<file path="src/rtl/bus_arbiter.sv">
// -----------------------------------------------------------------------------
// bus_arbiter
//   Shares the single CPU memory bus between the instruction-fetch port (i_*)
//   and the load/store port (d_*). Whole transactions are serialised, ties are
//   broken in favour of the port that was not served last, and a watchdog
//   forces completion of a transaction the slave never acknowledges.
//
// Ports
//   clk, rst                 clock (rising edge) and synchronous active-low reset
//   i_addr, i_valid          fetch request (word read, all byte lanes)
//   i_ready, i_rdata         fetch completion pulse and read data
//   d_addr, d_lanes,         load/store request fields
//   d_wdata, d_wr, d_valid
//   d_ready, d_rdata         load/store completion pulse and load data
//   bus_addr, bus_lanes,     request presented to the slave
//   bus_dout, bus_wr,
//   bus_valid
//   bus_din, bus_ready       slave read data and completion
//   grant_d                  1 while the load/store port owns the bus
//   timeout                  1-cycle pulse when the watchdog forces completion
// -----------------------------------------------------------------------------
module bus_arbiter #(
    parameter int TIMEOUT_W = 8
) (
    input  logic        clk,
    input  logic        rst,
    input  logic [31:0] i_addr,
    input  logic        i_valid,
    output logic        i_ready,
    output logic [31:0] i_rdata,
    input  logic [31:0] d_addr,
    input  logic [3:0]  d_lanes,
    input  logic [31:0] d_wdata,
    input  logic        d_wr,
    input  logic        d_valid,
    output logic        d_ready,
    output logic [31:0] d_rdata,
    output logic [31:0] bus_addr,
    output logic [3:0]  bus_lanes,
    output logic [31:0] bus_dout,
    input  logic [31:0] bus_din,
    output logic        bus_wr,
    output logic        bus_valid,
    input  logic        bus_ready,
    output logic        grant_d,
    output logic        timeout
);

    typedef enum logic [1:0] {
        IDLE   = 2'd0,
        BUSY_I = 2'd1,
        BUSY_D = 2'd2
    } state_t;

    localparam logic [TIMEOUT_W-1:0] WDOG_ZERO = {TIMEOUT_W{1'b0}};
    localparam logic [TIMEOUT_W-1:0] WDOG_ONE  = TIMEOUT_W'(1);
    localparam logic [TIMEOUT_W-1:0] WDOG_MAX  = {TIMEOUT_W{1'b1}};
    localparam logic [31:0]          RDATA_TO  = 32'hFFFF_FFFF;

    state_t               state_r;
    state_t               state_nxt_s;
    state_t               state_eff_s;
    logic                 last_d_r;       // 1: data port was served last
    logic                 last_d_nxt_s;
    logic [TIMEOUT_W-1:0] wdog_r;         // completed BUSY cycles without ready
    logic [TIMEOUT_W-1:0] wdog_nxt_s;
    logic [TIMEOUT_W-1:0] wdog_inc_s;
    logic                 done_s;
    logic                 expire_s;

    // While reset is asserted the outputs behave as IDLE, so a transaction
    // interrupted by reset never produces a ready or timeout pulse.
    assign state_eff_s = rst ? state_r : IDLE;

    // wdog_inc_s counts the current BUSY cycle too; reaching all-ones means
    // this is the (2^TIMEOUT_W - 1)-th consecutive BUSY cycle.
    assign wdog_inc_s = wdog_r + WDOG_ONE;

    // Arbitration, bus steering, completion/timeout decode and next state
    always_comb begin
        state_nxt_s  = IDLE;
        last_d_nxt_s = last_d_r;
        wdog_nxt_s   = WDOG_ZERO;
        done_s       = 1'b0;
        expire_s     = 1'b0;
        bus_addr     = 32'h0000_0000;
        bus_lanes    = 4'h0;
        bus_dout     = 32'h0000_0000;
        bus_wr       = 1'b0;
        bus_valid    = 1'b0;
        i_ready      = 1'b0;
        i_rdata      = 32'h0000_0000;
        d_ready      = 1'b0;
        d_rdata      = 32'h0000_0000;

        case (state_eff_s)
            IDLE: begin
                if (i_valid && d_valid) begin
                    state_nxt_s = last_d_r ? BUSY_I : BUSY_D;
                end else if (i_valid) begin
                    state_nxt_s = BUSY_I;
                end else if (d_valid) begin
                    state_nxt_s = BUSY_D;
                end else begin
                    state_nxt_s = IDLE;
                end
            end
            BUSY_I: begin
                done_s    = i_valid & bus_ready;
                expire_s  = i_valid & ~bus_ready & (wdog_inc_s == WDOG_MAX);
                bus_addr  = i_addr;
                bus_lanes = 4'hF;
                bus_valid = i_valid & ~expire_s;
                i_ready   = done_s | expire_s;
                i_rdata   = expire_s ? RDATA_TO : bus_din;
                if (done_s || expire_s) begin
                    state_nxt_s  = IDLE;
                    last_d_nxt_s = 1'b0;
                end else if (!i_valid) begin
                    state_nxt_s = IDLE;
                end else begin
                    state_nxt_s = BUSY_I;
                    wdog_nxt_s  = wdog_inc_s;
                end
            end
            BUSY_D: begin
                done_s    = d_valid & bus_ready;
                expire_s  = d_valid & ~bus_ready & (wdog_inc_s == WDOG_MAX);
                bus_addr  = d_addr;
                bus_lanes = d_lanes;
                bus_dout  = d_wdata;
                bus_wr    = d_wr;
                bus_valid = d_valid & ~expire_s;
                d_ready   = done_s | expire_s;
                d_rdata   = expire_s ? RDATA_TO : bus_din;
                if (done_s || expire_s) begin
                    state_nxt_s  = IDLE;
                    last_d_nxt_s = 1'b1;
                end else if (!d_valid) begin
                    state_nxt_s = IDLE;
                end else begin
                    state_nxt_s = BUSY_D;
                    wdog_nxt_s  = wdog_inc_s;
                end
            end
            default: begin
                state_nxt_s = IDLE;
            end
        endcase
    end

    assign grant_d = (state_eff_s == BUSY_D);
    assign timeout = expire_s;

    // State, last-served port and watchdog registers
    always_ff @(posedge clk) begin
        if (!rst) begin
            state_r  <= IDLE;
            last_d_r <= 1'b0;
            wdog_r   <= WDOG_ZERO;
        end else begin
            state_r  <= state_nxt_s;
            last_d_r <= last_d_nxt_s;
            wdog_r   <= wdog_nxt_s;
        end
    end

endmodule

</file>
<file path="config.mk">
export PLATFORM = sky130hd
export DESIGN_NAME = bus_arbiter
export DESIGN_NICKNAME = d
export VERILOG_FILES = /design/src/rtl/bus_arbiter.sv
export SDC_FILE = /design/constraint.sdc
export NUM_CORES = 1
export LEC_CHECK = 0
export ABC_AREA = 1
export CAP_MARGIN = 20
export CORE_AREA = 2 2 108 110
export CTS_BUF_LIST = sky130_fd_sc_hd__clkbuf_2 sky130_fd_sc_hd__clkbuf_4 sky130_fd_sc_hd__clkbuf_8
export DETAILED_ROUTE_END_ITERATION = 10
export DIE_AREA = 0 0 110 112
export HOLD_SLACK_MARGIN = 0.08
export MAX_ROUTING_LAYER = met4
export PLACE_DENSITY = 0.69
export SLEW_MARGIN = 20
export SYNTH_ARGS = -nofsm -noshare
export SYNTH_HDL_FRONTEND = slang
export SYNTH_SLANG_ARGS = --single-unit
</file>
<file path="constraint.sdc">
create_clock -name clk -period 2 [get_ports clk]
set_input_delay 0.2 -clock clk [delete_from_list [all_inputs] [get_ports clk]]
set_output_delay 0.2 -clock clk [all_outputs]
set_load 0.02 [all_outputs]
</file>
After elaboration in Yosys (flattened, before gate mapping)
Cells that the tools add are included.
{ "word_totals": {"reg_bits": 11} }
{ "op_classes": {"bitwise": 13, "n_reduce_logical": 6, "n_addsub": 1, "eq_ne": 5, "n_mux": 29} }
{ "ops": {"columns": ["op", "n"], "rows": [
  ["$mux W32", 5],
  ["$pmux W32 S2", 1],
  ["$mux W8", 4],
  ["$pmux W8 S2", 1],
  ["$mux W2", 6],
  ["$add A8 B1 Y8 const B", 1],
  ["$and A1 B1 Y1", 8],
  ["$eq A8 B8 Y1 const B", 1],
  ["$pmux W4 S2", 1],
  ["$mux W1", 7],
  ["$pmux W1 S2", 3],
  ["$pmux W2 S3", 1],
  ["$not A1 Y1", 3],
  ["$reduce_and A3 Y1", 1],
  ["$eq A2 B1 Y1 const B", 1],
  ["$eq A2 B2 Y1 const B", 1],
  ["$logic_not A2 Y1", 1],
  ["$logic_or A1 B1 Y1", 2],
  ["$ne A2 B1 Y1 const B", 1],
  ["$ne A2 B2 Y1 const B", 1],
  ["$or A1 B1 Y1", 2],
  ["$reduce_bool A2 Y1", 1],
  ["$logic_and A1 B1 Y1", 1]
]} }

Logic depth before layout (Yosys ltp)
{ "logic_depth": {"ltp_word": 6, "ltp_mapped": 13, "ltp_nobuf": 13} }

Worst setup path before layout
Ideal clock, no wire load.
{ "synth_timing": {"path_kind": "register to output", "start": "register wdog_r[0]", "end": "output port i_rdata[10]", "path_stages_with_launch": 9, "slack_ns": 0.051, "n_path_buf": 1, "arrival_ns": 1.749, "path_cell_list": "dfxtp_1 > ha_1 > nand3_1 > o21bai_1 > nand2_1 > nor2_4 > nand3_4 > buf_2 > a21oi_1"} }
{ "synth_between": {"elab_chain_cells": 5} }
{ "synth_rtl": {"columns": ["element", "line_no", "text"], "rows": [
  ["start, declared", "65", "logic [TIMEOUT_W-1:0] wdog_r;"],
  ["start signal, assigned", "164", "wdog_r <= wdog_nxt_s;"],
  ["$add A8 B1 Y8", "77", "assign wdog_inc_s = wdog_r + WDOG_ONE;"],
  ["$eq A8 B8 Y1", "110", "expire_s = i_valid & ~bus_ready & (wdog_inc_s == WDOG_MAX);"],
  ["$and A1 B1 Y1", "110", null],
  ["$mux W32", "115", "i_rdata = expire_s ? RDATA_TO : bus_din;"],
  ["$mux W32", "96", "case (state_eff_s)"],
  ["end, declared", "30", "output logic [31:0] i_rdata,"]
]} }
No other way between the ends.

Worst setup path in the final report
{ "layout_timing": {"start": "register wdog_r[0]", "end": "output port i_rdata[31]"} }
Same word-level chain as after synthesis.

==> flow_summary.json <==
{
  "worst-r2r-setup-slack_ns": 0.09,
  "arrival_ns": 2.02,
  "drt-total-wl_um": 12600,
  "slew_worst_pin_ns": 0.368,
  "grt_start_max_net_pins": 41,
  "globalRouteMet1Util_pct": 18.9,
  "hold_viol_final": 0,
  "crit_path_top_delay_cell": "dfxtp_4",
  "worst-path-max-fanout": 32,
  "detailedPlacementHpwl_um": 9320,
  "share_of_flip_flops_with_an_asynchronous_set_or_reset_after_synthesis_pct": 0,
  "final.setup_skew_ns": 0.00373,
  "grt_antenna_before_repair": 0,
  "numCtsBuffers": 3,
  "post-route-drc-count": 0,
  "post-synth-top-count-cell": "nand2_1",
  "multi_input_area_sq_um": 1810,
  "remaining_antenna_violation_count": 0,
  "synth_edf_count": 0,
  "timing.fmax_mhz": 449,
  "cellPowerDensity_nw_per_um2": 213,
  "syn_to_final_growth_pct": 186,
  "via_per_inst": 4.31,
  "irDropWorstVdd_mv": 0.149,
  "worstPathRequired_ns": 1.80,
  "synth_nets": 546,
  "drt_pass1_iterations": 6,
  "busiest_layer": "met2",
  "cts.path.max_buffers": 2,
  "clkSlewWorstSetupHoldPaths_ns": 0.05,
  "synth_top_area_cell": "a21oi_1",
  "tritoncts_clock_tree": "yes",
  "design.core.area_sq_um": 11200,
  "cp_cell_sequence": "inv_2, ha_1, nand2_1, nor2_1, nand3_1, nor2_4, buf_6, nand3_4, buf_12, a21oi_1, buf_4",
  "drv_cap": 0,
  "setup_violations": 68,
  "num_antenna_cells": 0,
  "power_leakage_nw": 2.79,
  "die_area_sq_um": 12300,
  "syn_avg_cell_area_sq_um": 5.01,
  "post_synth_main_area_contributors": "a21oi_1 26%, nand2_1 24%, inv_1 15%",
  "grt-ovfl-total": 0,
  "end_kind": "output pin",
  "unrepaired_setup_endpoints_after_global_routing": "yes",
  "place.port_buffers": 275,
  "num_vias": 3700,
  "critPathLaunchType": "flip-flop",
  "synthesis.area_sq_um": 2010,
  "grt.met3_usage_pct": 3.92,
  "cp_num_buf_inv": 4,
  "route.detailed.wl_per_inst_um": 14.6,
  "dominantRegCellSynth": "dfxtp_1",
  "die_y_extent_um": 112,
  "finalNetCount": 860,
  "via_count_of_the_first_global_routing_pass": 3671,
  "num_rows": 39,
  "worst-setup-path-type": "flip-flop to output pin",
  "grt.met2_usage_pct": 37.6,
  "n_fill_cell": 1099,
  "instances_no_fill": 858,
  "dp_cells": 834,
  "min-delay-path-class": "flip-flop to flip-flop",
  "die-width_um": 110,
  "post_synth_inst_count": 402,
  "ctsRootBufferMaster": "clkbuf_8",
  "post_synth_num_cell_types": 24,
  "track_usage_pct": 19.2,
  "clock_latency_ns": 0.24,
  "post-route-worst-setup-slack_ns": -0.225,
  "synth.yosys.warnings": 0,
  "run_status": "finished with violations",
  "start_util_pct": 18.0,
  "i_o_pins": 276,
  "cts-hold-fix-buffers": 0,
  "area.sequential_sq_um": 226,
  "yosys-top-cells-count": "129 x nand2_1, 103 x a21oi_1, 82 x inv_1",
  "timing.final.crit_period_ns": 2.22,
  "cts_max_level": 1,
  "failing_checks": "setup timing",
  "relSlewSlack_pct": 75.5,
  "clock_sink_count": 11,
  "drv_slew": 0,
  "slowest_delay_ns": 0.36,
  "layout_worst_path_cycle_share_pct": 111,
  "critPathTopFamily": "buffers and inverters",
  "netlist.area_leader.share_pct": 25.6,
  "synth_seq_area_share_pct": 10.9,
  "number_of_synthesized_register_bits": 11,
  "drive_above_1_share_pct": 35.0,
  "grt_pass1_wl_um": 18100,
  "post-layout-total-power_mw": 1.23,
  "routabilityCongestion": 0.842,
  "drtIter0Drc": 145
}
==> final timing paths <==
| check | startpoint | end | depth (start not counted) |
|---|---|---|---|
| worst min register to register | last_d_r | last_d_r | 4 |
| worst min-delay path | last_d_r | last_d_r | 4 |
| worst max register to register | wdog_r[0] | wdog_r[2] | 15 |
| worst max-delay path | wdog_r[0] | i_rdata[31] | 11 |
==> metal layers <==
metal	vias to the layer above	share of wire (%)
met5	-	0
met1	1622	35
met2	205	55
met3	17	9.2
li1	1856	-
met4	0	1.6
==> worst min-delay path, delay by kind of cell, from the launching register on <==
| family | cells | cell delay, ns |
|---|---|---|
| flip-flops | 1 | 0.30 |
| AND/OR/NAND/NOR | 2 | 0.08 |
| buffers and inverters | 2 | 0.11 |
==> state kept, by name, indices dropped and copies added (netlist names) <==
| register | flops |
|---|---|
| state_r | 2 |
| wdog_r | 8 |
| last_d_r | 1 |
==> repair_timing <==
action / in CTS / in global routing
resized for setup: 562 / 80
setup endpoints to repair: 138 / 110
setup buffers: 17 / 4
pin swaps: 6 / 8
gates cloned: 3 / 0
==> placed cells by master, fill, tap and decap left out, drive strengths merged <==
cell type	Yosys	routed
nor2	19	19
or2	1	1
nand2	131	131
clkdlybuf4s50	0	136
xor2	1	1
nand3	12	12
inv	85	85
a21oi	103	103
a211oi	1	1
o21bai	2	2
buf	20	143
clkbuf	7	24
clkdlybuf4s15	0	2
dfxtp	11	11
o21ai	1	1
nand4	1	1
ha	6	6
o211ai	1	1
dlygate4sd2	0	35
==> where the power goes <==
group / leakage [nW] / switching, mW / internal, mW
Combinational: 2.68 / 0.347 / 0.410
Clock: 0.0262 / 0.0921 / 0.154
Sequential: 0.0909 / 0.00182 / 0.223
Total: 2.79 / 0.441 / 0.786
==> kinds of logic (layout without fill, tap and decap cells) <==
family | after synthesis | after routing | synth area share (%)
buffers and inverters | 112 | 425 | 22.3
XOR/XNOR | 1 | 1 | 0.435
AND/OR/NAND/NOR | 164 | 164 | 35.3
adder cells (fa/ha/maj) | 6 | 6 | 3.73
flip-flops | 11 | 11 | 10.9
AO/OA/AOI/OAI | 108 | 108 | 27.3
==> metrics by stage <==
step	instance area [sq um]	TNS, ns	hold WS [ns]	worst slack [ns]	utilization [%]
floorplan	2010	0	0.335	0.0511	-
global placement	5220	-57.95	0.537	-0.528	46.7
detailed placement	5220	-67.82	0.535	-0.601	46.7
CTS	5770	-10.11	0.537	-0.184	51.7
global route	5770	-19.52	0.549	-0.337	51.6
finish	5770	-11.70	0.537	-0.225	51.6
==> final cells by class <==
class                           instances  share of cell area, %
Tap cell                              143                   3.10
Sequential cell                        11                   3.93
Timing Repair Buffer                  336                   55.2
Inverter                               85                   5.53
Multi-Input combinational cell        279                   31.4
Clock buffer                            4                  0.846
No activity file was read; power rests on OpenSTA's default activity.
